## src/rtl/uart_tx_arbiter.sv

```systemverilog
// Round-robin arbiter sharing one UART transmit line among NUM_REQ requesters (8N1).
// Define UART_ARB_PARITY_EN to insert an even-parity bit between the data and stop bits.
module uart_tx_arbiter #(
    parameter int CLK_VALUE  = 100_000,
    parameter int BAUD       = 9600,
    parameter int WAIT_COUNT = CLK_VALUE / BAUD,
    parameter int NUM_REQ    = 4
) (
    input  logic                 clk,
    input  logic                 rst,
    input  logic [NUM_REQ-1:0]   req,
    input  logic [8*NUM_REQ-1:0] data_in,
    output logic [NUM_REQ-1:0]   grant,
    output logic                 done,
    output logic                 busy,
    output logic                 tx
);
    localparam int PW = $clog2(NUM_REQ);
    localparam int CW = $clog2(WAIT_COUNT);

    typedef enum logic [2:0] {
        IDLE, START, DATA, STOP
`ifdef UART_ARB_PARITY_EN
        , PARITY
`endif
    } state_t;

    state_t               state_q, state_d;
    logic [CW-1:0]        cnt_q, cnt_d;
    logic [2:0]           bit_idx_q, bit_idx_d;
    logic [7:0]           shreg_q, shreg_d;
    logic [PW-1:0]        ptr_q, ptr_d;
    logic [PW-1:0]        owner_q, owner_d;
    logic [NUM_REQ-1:0]   grant_q, grant_d;
    logic                 done_q, done_d;
    logic                 busy_q, busy_d;
    logic                 tx_q, tx_d;
`ifdef UART_ARB_PARITY_EN
    logic                 par_q, par_d;
`endif

    logic [NUM_REQ-1:0][7:0] bytes;
    logic                    found;
    logic [PW-1:0]           sel;
    logic [PW-1:0]           idx;
    logic                    bit_end;

    assign bytes = data_in;

    // Scan from high offset to low so the last hit is the first set bit at or after ptr.
    always_comb begin
        found = 1'b0;
        sel   = '0;
        idx   = '0;
        for (int k = NUM_REQ - 1; k >= 0; k--) begin
            idx = PW'((int'(ptr_q) + k) % NUM_REQ);
            if (req[idx]) begin
                found = 1'b1;
                sel   = idx;
            end
        end
    end

    always_comb begin
        state_d   = state_q;
        cnt_d     = cnt_q;
        bit_idx_d = bit_idx_q;
        shreg_d   = shreg_q;
        ptr_d     = ptr_q;
        owner_d   = owner_q;
`ifdef UART_ARB_PARITY_EN
        par_d     = par_q;
`endif
        bit_end   = (cnt_q == CW'(WAIT_COUNT - 1));

        case (state_q)
            IDLE: begin
                cnt_d = '0;
                if (found) begin
                    state_d   = START;
                    owner_d   = sel;
                    shreg_d   = bytes[sel];
                    bit_idx_d = '0;
`ifdef UART_ARB_PARITY_EN
                    par_d     = ^bytes[sel];
`endif
                end
            end
            START: if (bit_end) state_d = DATA;
            DATA: begin
                if (bit_end) begin
                    shreg_d   = shreg_q >> 1;
                    bit_idx_d = bit_idx_q + 3'd1;
                    if (bit_idx_q == 3'd7) begin
`ifdef UART_ARB_PARITY_EN
                        state_d = PARITY;
`else
                        state_d = STOP;
`endif
                    end
                end
            end
`ifdef UART_ARB_PARITY_EN
            PARITY: if (bit_end) state_d = STOP;
`endif
            STOP: begin
                if (bit_end) begin
                    state_d = IDLE;
                    ptr_d   = (owner_q == PW'(NUM_REQ - 1)) ? '0 : owner_q + 1'b1;
                end
            end
            default: state_d = IDLE;
        endcase

        if (state_q != IDLE) cnt_d = bit_end ? '0 : cnt_q + 1'b1;

        // Outputs are derived from next-state values so they register on the same edge.
        grant_d = '0;
        if (state_d != IDLE) grant_d[owner_d] = 1'b1;
        busy_d = (state_d != IDLE);
        done_d = (state_d == STOP) && (cnt_d == CW'(WAIT_COUNT - 1));
        case (state_d)
            START:   tx_d = 1'b0;
            DATA:    tx_d = shreg_d[0];
`ifdef UART_ARB_PARITY_EN
            PARITY:  tx_d = par_d;
`endif
            default: tx_d = 1'b1;
        endcase
    end

    always_ff @(posedge clk or posedge rst) begin
        if (rst) begin
            state_q   <= IDLE;
            cnt_q     <= '0;
            bit_idx_q <= '0;
            shreg_q   <= '0;
            ptr_q     <= '0;
            owner_q   <= '0;
            grant_q   <= '0;
            done_q    <= 1'b0;
            busy_q    <= 1'b0;
            tx_q      <= 1'b1;
`ifdef UART_ARB_PARITY_EN
            par_q     <= 1'b0;
`endif
        end else begin
            state_q   <= state_d;
            cnt_q     <= cnt_d;
            bit_idx_q <= bit_idx_d;
            shreg_q   <= shreg_d;
            ptr_q     <= ptr_d;
            owner_q   <= owner_d;
            grant_q   <= grant_d;
            done_q    <= done_d;
            busy_q    <= busy_d;
            tx_q      <= tx_d;
`ifdef UART_ARB_PARITY_EN
            par_q     <= par_d;
`endif
        end
    end

    assign grant = grant_q;
    assign done  = done_q;
    assign busy  = busy_q;
    assign tx    = tx_q;

endmodule

```

## config.mk

```make
export PLATFORM = sky130hd
export DESIGN_NAME = uart_tx_arbiter
export DESIGN_NICKNAME = d
export VERILOG_FILES = /design/src/rtl/uart_tx_arbiter.sv
export SDC_FILE = /design/constraint.sdc
export NUM_CORES = 1
export LEC_CHECK = 0
export CAP_MARGIN = 20
export CORE_AREA = 2 2 68 54
export CTS_CLUSTER_DIAMETER = 200
export CTS_CLUSTER_SIZE = 30
export DETAILED_ROUTE_END_ITERATION = 8
export DIE_AREA = 0 0 70 56
export GPL_ROUTABILITY_DRIVEN = 0
export PLACE_DENSITY = 0.92
export REMOVE_ABC_BUFFERS = 1
export SLEW_MARGIN = 20
export SYNTH_ARGS = -nofsm -noshare
export SYNTH_HDL_FRONTEND = slang
export SYNTH_SLANG_ARGS = --single-unit
```

## constraint.sdc

```tcl
create_clock -name clk -period 3.53 [get_ports clk]
set_clock_uncertainty 0.2 [all_clocks]
set_input_delay 0.706 -clock clk [delete_from_list [all_inputs] [get_ports clk]]
set_output_delay 0.706 -clock clk [all_outputs]
set_load 0.02 [all_outputs]
```

**Word-level counts from Yosys, hierarchy flattened**

Index checks and enable logic that the tools add are counted.

- Output and inout port bits: 7
- Input bits: 38
- Word-level logic and storage cells: 84
- Bits in registers: 29

- Equal/unequal tests: 12
- Reductions and logical operators: 8
- Add/subtract/negate cells: 6
- Multiplexer cells: 40
- Order comparisons: 7

Operators by type and width:

| cell | number |
|---|---|
| two-way mux 8 bit | 3 |
| two-way mux 3 bit | 7 |
| < comparator 2 x 3 -> 1 bit, second input constant | 6 |
| binary-select mux 8 bit (select 2 bit) | 1 |
| two-way mux 4 bit | 4 |
| case mux 8 bit (2 select lines) | 1 |
| two-way mux 2 bit | 7 |
| == test 3 x 2 -> 1 bit, second input constant | 4 |
| case mux 3 bit (4 select lines) | 1 |
| two-way mux 1 bit | 9 |
| binary-select mux 1 bit (select 2 bit) | 4 |
| == test 4 bit, second input constant | 2 |
| == test 3 x 1 -> 1 bit, second input constant | 2 |
| case mux 3 bit (2 select lines) | 1 |
| nonzero test 3 bit | 2 |
| adder 2 x 1 -> 2 bit, second input constant | 2 |
| adder 2 bit, second input constant | 2 |
| adder 4 x 1 -> 4 bit, second input constant | 1 |
| != test 2 bit, second input constant | 2 |
| adder 3 x 1 -> 3 bit, second input constant | 1 |
| == test 3 bit, second input constant | 1 |
| logical NOT 3 bit | 1 |
| AND reduction 3 bit | 1 |
| demux 1 bit (select 2 bit) | 1 |
| 6 further kinds | 7 |

**Logic depth before layout (Yosys ltp)**

Gate-level depths: netlist (run 1).

- Depth in word-level cells: 14
- Mapped depth: 8
- Mapped depth without buffers: 7

**Worst setup path before layout (run 1)**

OpenSTA, ideal clock, no wires.

- Path type: input port to flip-flop
- Start point: input port req[2]
- End point: register shreg_q[0]
- Data required time: 3,201 ps
- Library setup time: 129 ps
- Path slack: 1,291 ps
- Path buffers: 1
- Arrival time: 1,910 ps
- Cell stages on the path: 7
- Cell sequence: mux2i_1 nor2_1 a311oi_1 buf_4 mux2_2 a31oi_1 a21oi_1

- Longest elaborated chain between the ends: 10
- Elaborated cells on any way between the ends: 20
- Classes of those cells: mux (20)

Ends and longest elaborated chain:

| what | RTL line | source |
|---|---|---|
| start, declared | 11 | `input logic [NUM_REQ-1:0] req,` |
| binary-select mux 1 bit (select 2 bit) | 57 | `if (req[idx]) begin` |
| two-way mux 1 bit (implied by the code) | 57 |  |
| two-way mux 2 bit (4 in series) | 57 |  |
| binary-select mux 8 bit (select 2 bit) | 82 | `shreg_d = bytes[sel];` |
| two-way mux 8 bit (implied by the code) | 82 |  |
| two-way mux 8 bit * | 79 | `if (found) begin` |
| case mux 8 bit (2 select lines) * | 76 | `case (state_q)` |
| net shreg_d[0] | 31 | `logic [7:0] shreg_q, shreg_d;` |
| end signal, assigned | 151 | `shreg_q <= shreg_d;` |
| end, declared | 31 |  |

Mark *: on every way through the listed nets, which the timed path passes. The rest lies on a longest branch. The select of a mux whose other input is x is not followed.
A chain may end at the register's enable or synchronous reset.

**Final worst setup path (run 1)**

- Start point: input port req[0]
- End point: register tx_q (netlist: tx)

- Elaborated cells on any way between the ends: 25
- Classes of those cells: eq/ne (2); mux (23)

RTL lines:

| what | RTL line | source |
|---|---|---|
| binary-select mux 1 bit (select 2 bit) | 57 |  |
| two-way mux 1 bit (implied by the code) | 57 |  |
| two-way mux 1 bit (3 in series) | 57 |  |
| two-way mux 1 bit * | 57 |  |
| two-way mux 3 bit * | 79 |  |
| case mux 3 bit (4 select lines) * | 76 |  |
| net state_d[0] | 28 | `state_t state_q, state_d;` |
| == test 3 x 2 -> 1 bit or == test 3 x 1 -> 1 bit (tied branches) | 122 | `case (state_d)` |
| case mux 1 bit (2 select lines) * | 122 |  |
| net tx_d | 37 | `logic tx_q, tx_d;` |
| end signal, assigned | 157 | `tx_q <= tx_d;` |
| end, declared | 37 |  |

Marked as above.

==> impl_metrics.tcl, run 1 <==
set metrics [dict create \
    diodes 0 \
    hold_class "reg2reg" \
    overflow 0 \
    die_h_um 56 \
    grt_pass1_wl_mm 5.42 \
    cts_buffers 5 \
    cts_tree "yes" \
    via_count 1316 \
    setup_tns_ns 0 \
    cp-start-kind "primary input" \
    ir_drop_v 0.000287 \
    grt_max_degree 30 \
    end_kind "flip-flop" \
    synth-seq-cells 29 \
    hold_ws_ns 0.273 \
    synth_edf_count 0 \
    p_leak_nw 0.978 \
    crit_chain "clkdlybuf4s50_1 > nor4_1 > buf_4 > nand2b_1 > nand3_1 > nand2_1 > a21bo_2 > a21oi_1" \
    dominantRegCellSynth "dfrtp_1" \
    htree_levels 2 \
    drive_gt1_share_pct 14.6 \
    power.density_mw_per_mm2 446 \
    hold_viol_final 0 \
    worstMarginPinSlew_ns 0.519 \
    antenna_found_initial 0 \
    clk_path_buf_depth 2 \
    nets 245 \
    postCtsSetupBuffers 0 \
    cts_hold_buf 0 \
    die_area_sq_mm 0.00392 \
    rsz0062_at_grt "no" \
    async_flop_share_pct 100 \
    start_util_pct 50.2 \
    postSynthCellCount 154 \
    synth_area_leaders "dfrtp_1 44%, mux2i_1 11%, mux2_2 8.4%, a22oi_1 3.3%, nand2_1 3.0%" \
    insertion_delay_ns 0.27 \
    maxCapViolations 0 \
    drc 0 \
    maxSlewHeadroom_pct 65.4 \
    post-dp-hpwl_mm 2.56 \
    wl_mm 3.46 \
    pin_count 45 \
    slowest_delay_ns 0.52 \
    yosysTopAreaCellShare_pct 43.6 \
    via_per_inst 5.37 \
    root_buffer "clkbuf_8" \
    cts.sink_count 29 \
    syn_area_per_cell_sq_um 10.4 \
    final_max_slew_viol_count 0 \
    wl_per_cell_um 14.1 \
    crit_family "simple AND/OR/NAND/NOR gates" \
    crit_buf_inv 2 \
    layout_min_cycle_time_ns 2.71 \
    drtIter0Drc 36 \
    io_buffers 44 \
    slowest_stage "clkdlybuf4s50_1" \
    post_cts_resized 0 \
    coreArea_sq_mm 0.00320 \
    clkTransAtPathRegs_ns 0.06 \
    worstPathRequired_ns 3.53 \
    synth_commonest_cells "28 x dfrtp_1, 18 x mux2i_1, 13 x nand2_1, 12 x mux2_2, 12 x nor2_1" \
    setup_viol 0 \
    area_growth_pct 36.2 \
    synth.most_common_cell "dfrtp_1" \
    yosys.area.top_type "dfrtp_1" \
    fmax_mhz 369 \
    grt_usage_pct 17.7 \
    grt_pass1_vias 1214 \
    path_max_fanout 7 \
    status "complete, no violations" \
    rows 18 \
    crit_type "in2reg" \
    period_share_pct 76.7 \
    synth_cell_type_count 42 \
    first_pass_iters 4 \
    ant_nets 0 \
    syn_area_sq_mm 0.00161 \
    yosys_warnings 0 \
    arrival_ns 2.71 \
    die_w_um 70 \
    ys_seq_area_share_pct 45.2 \
]
==> metrics by stage <==
stage                     area [sq um]  cells  worst slack, ns  power (mW)  util [%]
after global placement            2110    237            0.569       0.713      65.9
after floorplan                   1560    148           -0.247       0.611         -
after detailed placement          2110    237            0.539       0.726      65.9
after global routing              2190    245            0.687        1.03      68.4
after CTS                         2190    245            0.834       0.984      68.4
final                             2190    245            0.824       0.976      68.4
==> layout by cell type (no fill, tap or decap), types with 2 or more instances in the layout <==
| cell | count |
|---|---|
| a21oi_1 | 5 |
| a22oi_1 | 7 |
| and3_1 | 2 |
| buf_4 | 5 |
| clkbuf_1 | 3 |
| clkbuf_8 | 5 |
| clkdlybuf4s50_1 | 44 |
| dfrtp_1 | 28 |
| ha_1 | 3 |
| inv_1 | 7 |
| mux2_2 | 12 |
| mux2i_1 | 18 |
| nand2_1 | 13 |
| nand2b_1 | 2 |
| nand3_1 | 3 |
| nor2_1 | 12 |
| nor2b_1 | 2 |
| nor3_1 | 2 |
| o21ai_0 | 4 |
| o21ai_1 | 6 |
==> power breakdown <==
part           total [mW]  switching (mW)  internal [mW]
Clock               0.251           0.111          0.139
Combinational       0.271           0.127          0.145
Sequential          0.453          0.0538          0.400
Total               0.976           0.292          0.684
==> flip-flops by register name, summed over array words and instances (netlist names) <==
name	count
tx	1
ptr_q	2
done	1
bit_idx_q	3
grant	4
cnt_q	4
busy	1
owner_q	2
state_q	3
shreg_q	8
==> cell type report <==
class | instances | area [sq um]
Clock buffer | 8 | 80.1
Fill cell | 247 | 1010
Inverter | 7 | 26.3
Sequential cell | 29 | 727
Multi-Input combinational cell | 112 | 827
Timing Repair Buffer | 49 | 478
Tap cell | 40 | 50.0
==> path summary, 6_finish.rpt <==
path                                             to  slack, ns  cells past startpoint                startpoint
setup reg to reg             shreg_q[2]$_DFFE_PP0P_       1.29                      7      ptr_q[1]$_DFFE_PP0P_
setup / recovery                       tx$_DFF_PP1_       0.82                      8                    req[0]
hold reg to reg            bit_idx_q[1]$_DFFE_PP0P_       0.27                      2  bit_idx_q[1]$_DFFE_PP0P_
hold / removal             bit_idx_q[1]$_DFFE_PP0P_       0.27                      2  bit_idx_q[1]$_DFFE_PP0P_
min in group asynchronous            busy$_DFF_PP0_       0.61                      3                       rst
max in group asynchronous              tx$_DFF_PP1_       2.21                      3                       rst
==> logic make-up after synthesis <==
family | synth area share (%)
AND/OR/NAND/NOR | 15.3
adder cells (fa/ha/maj) | 2.34
XOR/XNOR | 0.545
AO/OA/AOI/OAI | 12.4
multiplexers | 19.6
buffers and inverters | 4.36
other | 0.233
flip-flops | 45.2
==> metal layers <==
layer | share of wire [%] | vias to the layer above | global-route usage (%)
li1 | - | 653 | -
met1 | 44 | 602 | 23.1
met2 | 45 | 55 | 27.1
met3 | 9.4 | 6 | 5.62
met4 | 1.4 | 0 | 7.42
met5 | 0 | - | 0
==> worst register-to-register path, delay by kind of cell, from the launching register on <==
family	cells	cell delay, ns
compound gates	2	0.50
buf+inv	1	0.32
flops	1	0.46
mux	3	0.60
simple gates	1	0.08
Power figures use the tool's default switching activity.
==> inputs of run 2 (changes only) <==
- CORE_AREA: 2 2 68 54 -> 2 2 74 58
- DIE_AREA: 0 0 70 56 -> 0 0 76 60
- PLACE_DENSITY: 0.92 -> 0.84
- clock period: 3.53 -> 2.2 ns (I/O delays scaled with it)
==> impl_metrics.tcl, run 2 (same netlist as run 1, synthesis figures left out) <==
set metrics [dict create \
    status "complete, no violations" \
    post-dp-hpwl_mm 2.65 \
    io_buffers 44 \
    cts_tree "yes" \
    total_power_mw 1.63 \
    period_share_pct 94.2 \
    root_buffer "clkbuf_8" \
    power.density_mw_per_mm2 688 \
    path_max_fanout 4 \
    worst_r2r_startpoint "ptr_q[1]$_DFFE_PP0P_" \
    insertion_delay_ns 0.29 \
    cts_hold_buf 0 \
    postCtsSetupBuffers 0 \
    swShare_pct 31.3 \
    grt_usage_pct 16.4 \
    hold_class "reg2reg" \
    final_max_slew_viol_count 0 \
    grt_pass1_vias 1277 \
    regArea_sq_um 727 \
    drive_gt1_share_pct 22.9 \
    p_leak_nw 1.09 \
    htree_levels 2 \
    drtIter0Drc 48 \
    postPlaceCellArea_sq_mm 0.00222 \
    setup_tns_ns 0 \
    final_area_sq_mm 0.00238 \
    end_kind "flip-flop" \
    wl_mm 3.55 \
    ir_drop_v 0.000473 \
    worstPathRequired_ns 2.17 \
    fmax_mhz 483 \
    dpl.cell_count 264 \
    area_growth_pct 47.9 \
    place_ws_ns -0.359 \
    die_area_sq_mm 0.00456 \
    crit_type "reg2reg" \
    hp-start "bit_idx_q[2]$_DFFE_PP0P_" \
    die_w_um 76 \
    overflow 0 \
    p_sw_mw 0.511 \
    hold_ws_ns 0.285 \
    via_count 1359 \
    internal_power_mw 1.12 \
    regMostFlops "shreg_q" \
    fillCellCount 329 \
    hold_viol_final 0 \
    comb_power_share_pct 29.0 \
    antenna_found_initial 0 \
    final_cells 273 \
    cts_buffers 5 \
    multi_input_area_sq_um 870 \
    coreArea_sq_mm 0.00388 \
    slowest_delay_ns 0.42 \
    r2r_end "shreg_q[0]$_DFF_PP0_" \
    nets 258 \
    whs_endpoint "bit_idx_q[2]$_DFFE_PP0P_" \
    cts.sink_count 29 \
    arrival_ns 2.04 \
    final_cell_mix "40 x clkdlybuf4s50_1, 28 x dfrtp_1, 18 x mux2i_1" \
    r2r_cells 6 \
    setup_viol 0 \
    layout_commonest_cell "clkdlybuf4s50_1" \
    start_util_pct 41.4 \
    pwr-share-seq_pct 44.2 \
    holdPathStages 2 \
    rows 20 \
    layout_min_cycle_time_ns 2.07 \
    maxCapViolations 0 \
    cp-start-kind "flip-flop" \
    diodes 0 \
    die_h_um 60 \
    wl_per_cell_um 13.0 \
    p_clk_share_pct 26.8 \
    setup_ws_ns 0.128 \
    slowest_stage "a311oi_4" \
    first_pass_iters 4 \
    clkTransAtPathRegs_ns 0.07 \
    clk_path_buf_depth 2 \
    pin_count 45 \
    r2r_slack_ns 0.13 \
    drc 0 \
    grt_max_degree 30 \
    final_util_pct 61.3 \
    largest_reg_flops 8 \
    grt_pass1_wl_mm 5.82 \
    ant_nets 0 \
    crit_chain "mux2i_1 > nor2_1 > a311oi_4 > mux2_4 > a31oi_4 > a21oi_2" \
    via_per_inst 4.98 \
]
run 2: changes by cell type in the layout (fill, tap and decap cells not counted), sizes merged:
cell | before | now
buf | 5 | 18
clkbuf | 8 | 5
clkdlybuf4s50 | 44 | 40
clkinvlp | 0 | 3
dlymetal6s2s | 0 | 4
run 2: repair_timing:
item | in CTS | in global routing
endpoints found under the setup margin | 5 | 11
gates cloned | 0 | 1
pin swaps | 1 | 2
gates resized for setup | 4 | 11
run 2: worst max-delay path by stage:
stage / start / to / slack (ns)
2_1_floorplan: ptr_q[1]$_DFFE_PP0P_ / shreg_q[0]$_DFF_PP0_ / -1.33
3_3_place_gp: req[2] / shreg_q[0]$_DFF_PP0_ / -0.30
3_5_place_dp: req[2] / shreg_q[0]$_DFF_PP0_ / -0.36
4_1_cts: req[2] / shreg_q[0]$_DFF_PP0_ / 0.001
5_1_grt: ptr_q[1]$_DFFE_PP0P_ / shreg_q[5]$_DFFE_PP0P_ / -0.004
6_report: ptr_q[1]$_DFFE_PP0P_ / shreg_q[0]$_DFF_PP0_ / 0.13
run 2: routing by layer:
layer,GRT usage (%),wire [um]
met1,20.0,1630
met2,27.2,1680
met3,5.59,183
met4,7.01,51
met5,0,0
run 2: power groups by stage:
stage               clock [mW]  combinational, mW  sequential [mW]
floorplan                    0              0.250            0.730
global placement             0              0.443            0.727
CTS                      0.450              0.464            0.721
global route             0.470              0.518            0.742
finish                   0.438              0.474            0.723
detailed placement           0              0.455            0.727
run 2: critical path, delay by kind of cell, from the launching register on:
family          cells  cell delay [ns]
compound gates      3             0.72
flops               1             0.40
mux                 2             0.56
simple gates        1             0.08
run 2: area by class of cell:
class / count / share of cell area (%)
clock buffer: 5 / 2.90
tap: 55 / 2.90
sequential: 29 / 30.6
clock inverter: 3 / 0.948
multi-input combinational: 112 / 36.6
timing repair buffer: 62 / 25.0
inverter: 7 / 1.11
==> inputs of run 3 (changes only) <==
- CORE_AREA: 2 2 74 58 -> 5 5 76 61
- CTS_BUF_LIST: unset -> sky130_fd_sc_hd__clkbuf_2 sky130_fd_sc_hd__clkbuf_4 sky130_fd_sc_hd__clkbuf_8
- DIE_AREA: 0 0 76 60 -> 0 0 81 66
==> impl_metrics.tcl, run 3 (same netlist as run 1, synthesis figures left out) <==
set metrics [dict create \
    slowest_stage "clkdlybuf4s50_1" \
    total_power_mw 1.68 \
    htree_levels 2 \
    io_buffers 44 \
    slowest_delay_ns 0.54 \
    wl_per_cell_um 14.7 \
    grt_usage_pct 16.8 \
    place_ws_ns -0.335 \
    postPlaceCellArea_sq_mm 0.00222 \
    die_h_um 66 \
    hold_viol_final 0 \
    clkTransAtPathRegs_ns 0.06 \
    start_util_pct 41.7 \
    pwr-share-seq_pct 43.4 \
    end_kind "flip-flop" \
    overflow 0 \
    arrival_ns 2.07 \
    final_cells 273 \
    layout_commonest_cell "clkdlybuf4s50_1" \
    fillCellCount 326 \
    grt_pass1_vias 1420 \
    coreArea_sq_mm 0.00385 \
    grt_max_degree 30 \
    power.density_mw_per_mm2 714 \
    p_leak_nw 1.09 \
    via_count 1374 \
    crit_chain "clkdlybuf4s50_1 > a21oi_1 > a311oi_4 > buf_4 > mux2i_1 > mux2_2 > o21ai_1" \
    period_share_pct 95.6 \
    final_max_slew_viol_count 0 \
    path_max_fanout 5 \
    cts_tree "yes" \
    busiest_layer "met2" \
    ant_nets 0 \
    regMostFlops "shreg_q" \
    die_w_um 81 \
    grt_pass1_wl_mm 6.65 \
    internal_power_mw 1.18 \
    drtIter0Drc 95 \
    rsz0062_at_grt "no" \
    layout_min_cycle_time_ns 2.10 \
    setup_tns_ns 0 \
    final_area_sq_mm 0.00236 \
    clk_path_buf_depth 2 \
    cts.sink_count 29 \
    die_area_sq_mm 0.00535 \
    final_cell_mix "41 x clkdlybuf4s50_1, 28 x dfrtp_1, 18 x mux2i_1" \
    wl_mm 4.02 \
    largest_reg_flops 8 \
    postCtsSetupBuffers 0 \
    hold_class "reg2reg" \
    final_util_pct 61.2 \
    rows 20 \
    antenna_found_initial 0 \
    via_per_inst 5.03 \
    grt.met3_usage_pct 7.08 \
    diodes 0 \
    p_sw_mw 0.501 \
    post-dp-hpwl_mm 3.02 \
    crit_type "in2reg" \
    insertion_delay_ns 0.29 \
    cp-start-kind "primary input" \
    drive_gt1_share_pct 22.9 \
    fmax_mhz 476 \
    grt.met1_usage_pct 19.2 \
    root_buffer "clkbuf_8" \
    maxCapViolations 0 \
    setup_viol 0 \
    first_pass_iters 4 \
    worstPathRequired_ns 2.17 \
    ir_drop_v 0.000486 \
    met2_usage_pct 27.3 \
    p_clk_share_pct 28.4 \
    nets 258 \
    setup_ws_ns 0.0973 \
    status "complete, no violations" \
    cts_buffers 5 \
    pin_count 45 \
    hold_ws_ns 0.293 \
    comb_power_share_pct 28.2 \
    swShare_pct 29.7 \
    area_growth_pct 46.7 \
    dpl.cell_count 264 \
    drc 0 \
    cts_hold_buf 0 \
]
-- run 3: cell count changes in the layout (fill, tap and decap cells not counted), sizes merged --
cell           delta
dlymetal6s2s      -1
clkdlybuf4s50     +1
clkinvlp          -3
clkbuf            +3
-- run 3: path summary, 6_finish.rpt --
check,start,to,slack (ns),depth (start not counted)
max,req[1],shreg_q[4]$_DFFE_PP0P_,0.1,7
min,bit_idx_q[2]$_DFFE_PP0P_,bit_idx_q[2]$_DFFE_PP0P_,0.29,2
max reg2reg,ptr_q[1]$_DFFE_PP0P_,shreg_q[4]$_DFFE_PP0P_,0.1,7
min reg2reg,bit_idx_q[2]$_DFFE_PP0P_,bit_idx_q[2]$_DFFE_PP0P_,0.29,2
max in group asynchronous,rst,tx$_DFF_PP1_,1.17,3
min in group asynchronous,rst,grant[0]$_DFF_PP0_,0.32,3
-- run 3: per-layer routing --
layer	share of wire, %	vias to the layer above
met5	0	-
met3	6.3	6
met4	1.6	0
li1	-	678
met2	50	38
met1	42	652
-- run 3: final cells by class --
cell class / count / area (sq um) / area share [%]
timing repair buffer: 62 / 591 / 25.1
multi-input combinational: 112 / 847 / 35.9
clock buffer: 8 / 97.6 / 4.14
inverter: 7 / 26.3 / 1.11
tap: 55 / 68.8 / 2.92
sequential: 29 / 727 / 30.8
-- run 3: power by group through the flow --
stage / logic [mW] / clock network [mW] / registers (mW)
3_3_place_gp: 0.446 / 0 / 0.728
6_report: 0.475 / 0.478 / 0.730
2_1_floorplan: 0.250 / 0 / 0.730
3_5_place_dp: 0.467 / 0 / 0.734
4_1_cts: 0.472 / 0.491 / 0.729
5_1_grt: 0.525 / 0.524 / 0.744
-- run 3: worst max-delay path, delay by kind of cell --
kind	cells	cell delay (ns)
AOI/OAI and AO/OA	3	0.47
muxes	2	0.39
buffers and inverters	2	0.77
-- run 3: timing repair --
item	4_1_cts	5_1_grt
endpoints found under the setup margin	3	10
pin swaps	1	1
gates cloned	1	0
gates resized for setup	1	11
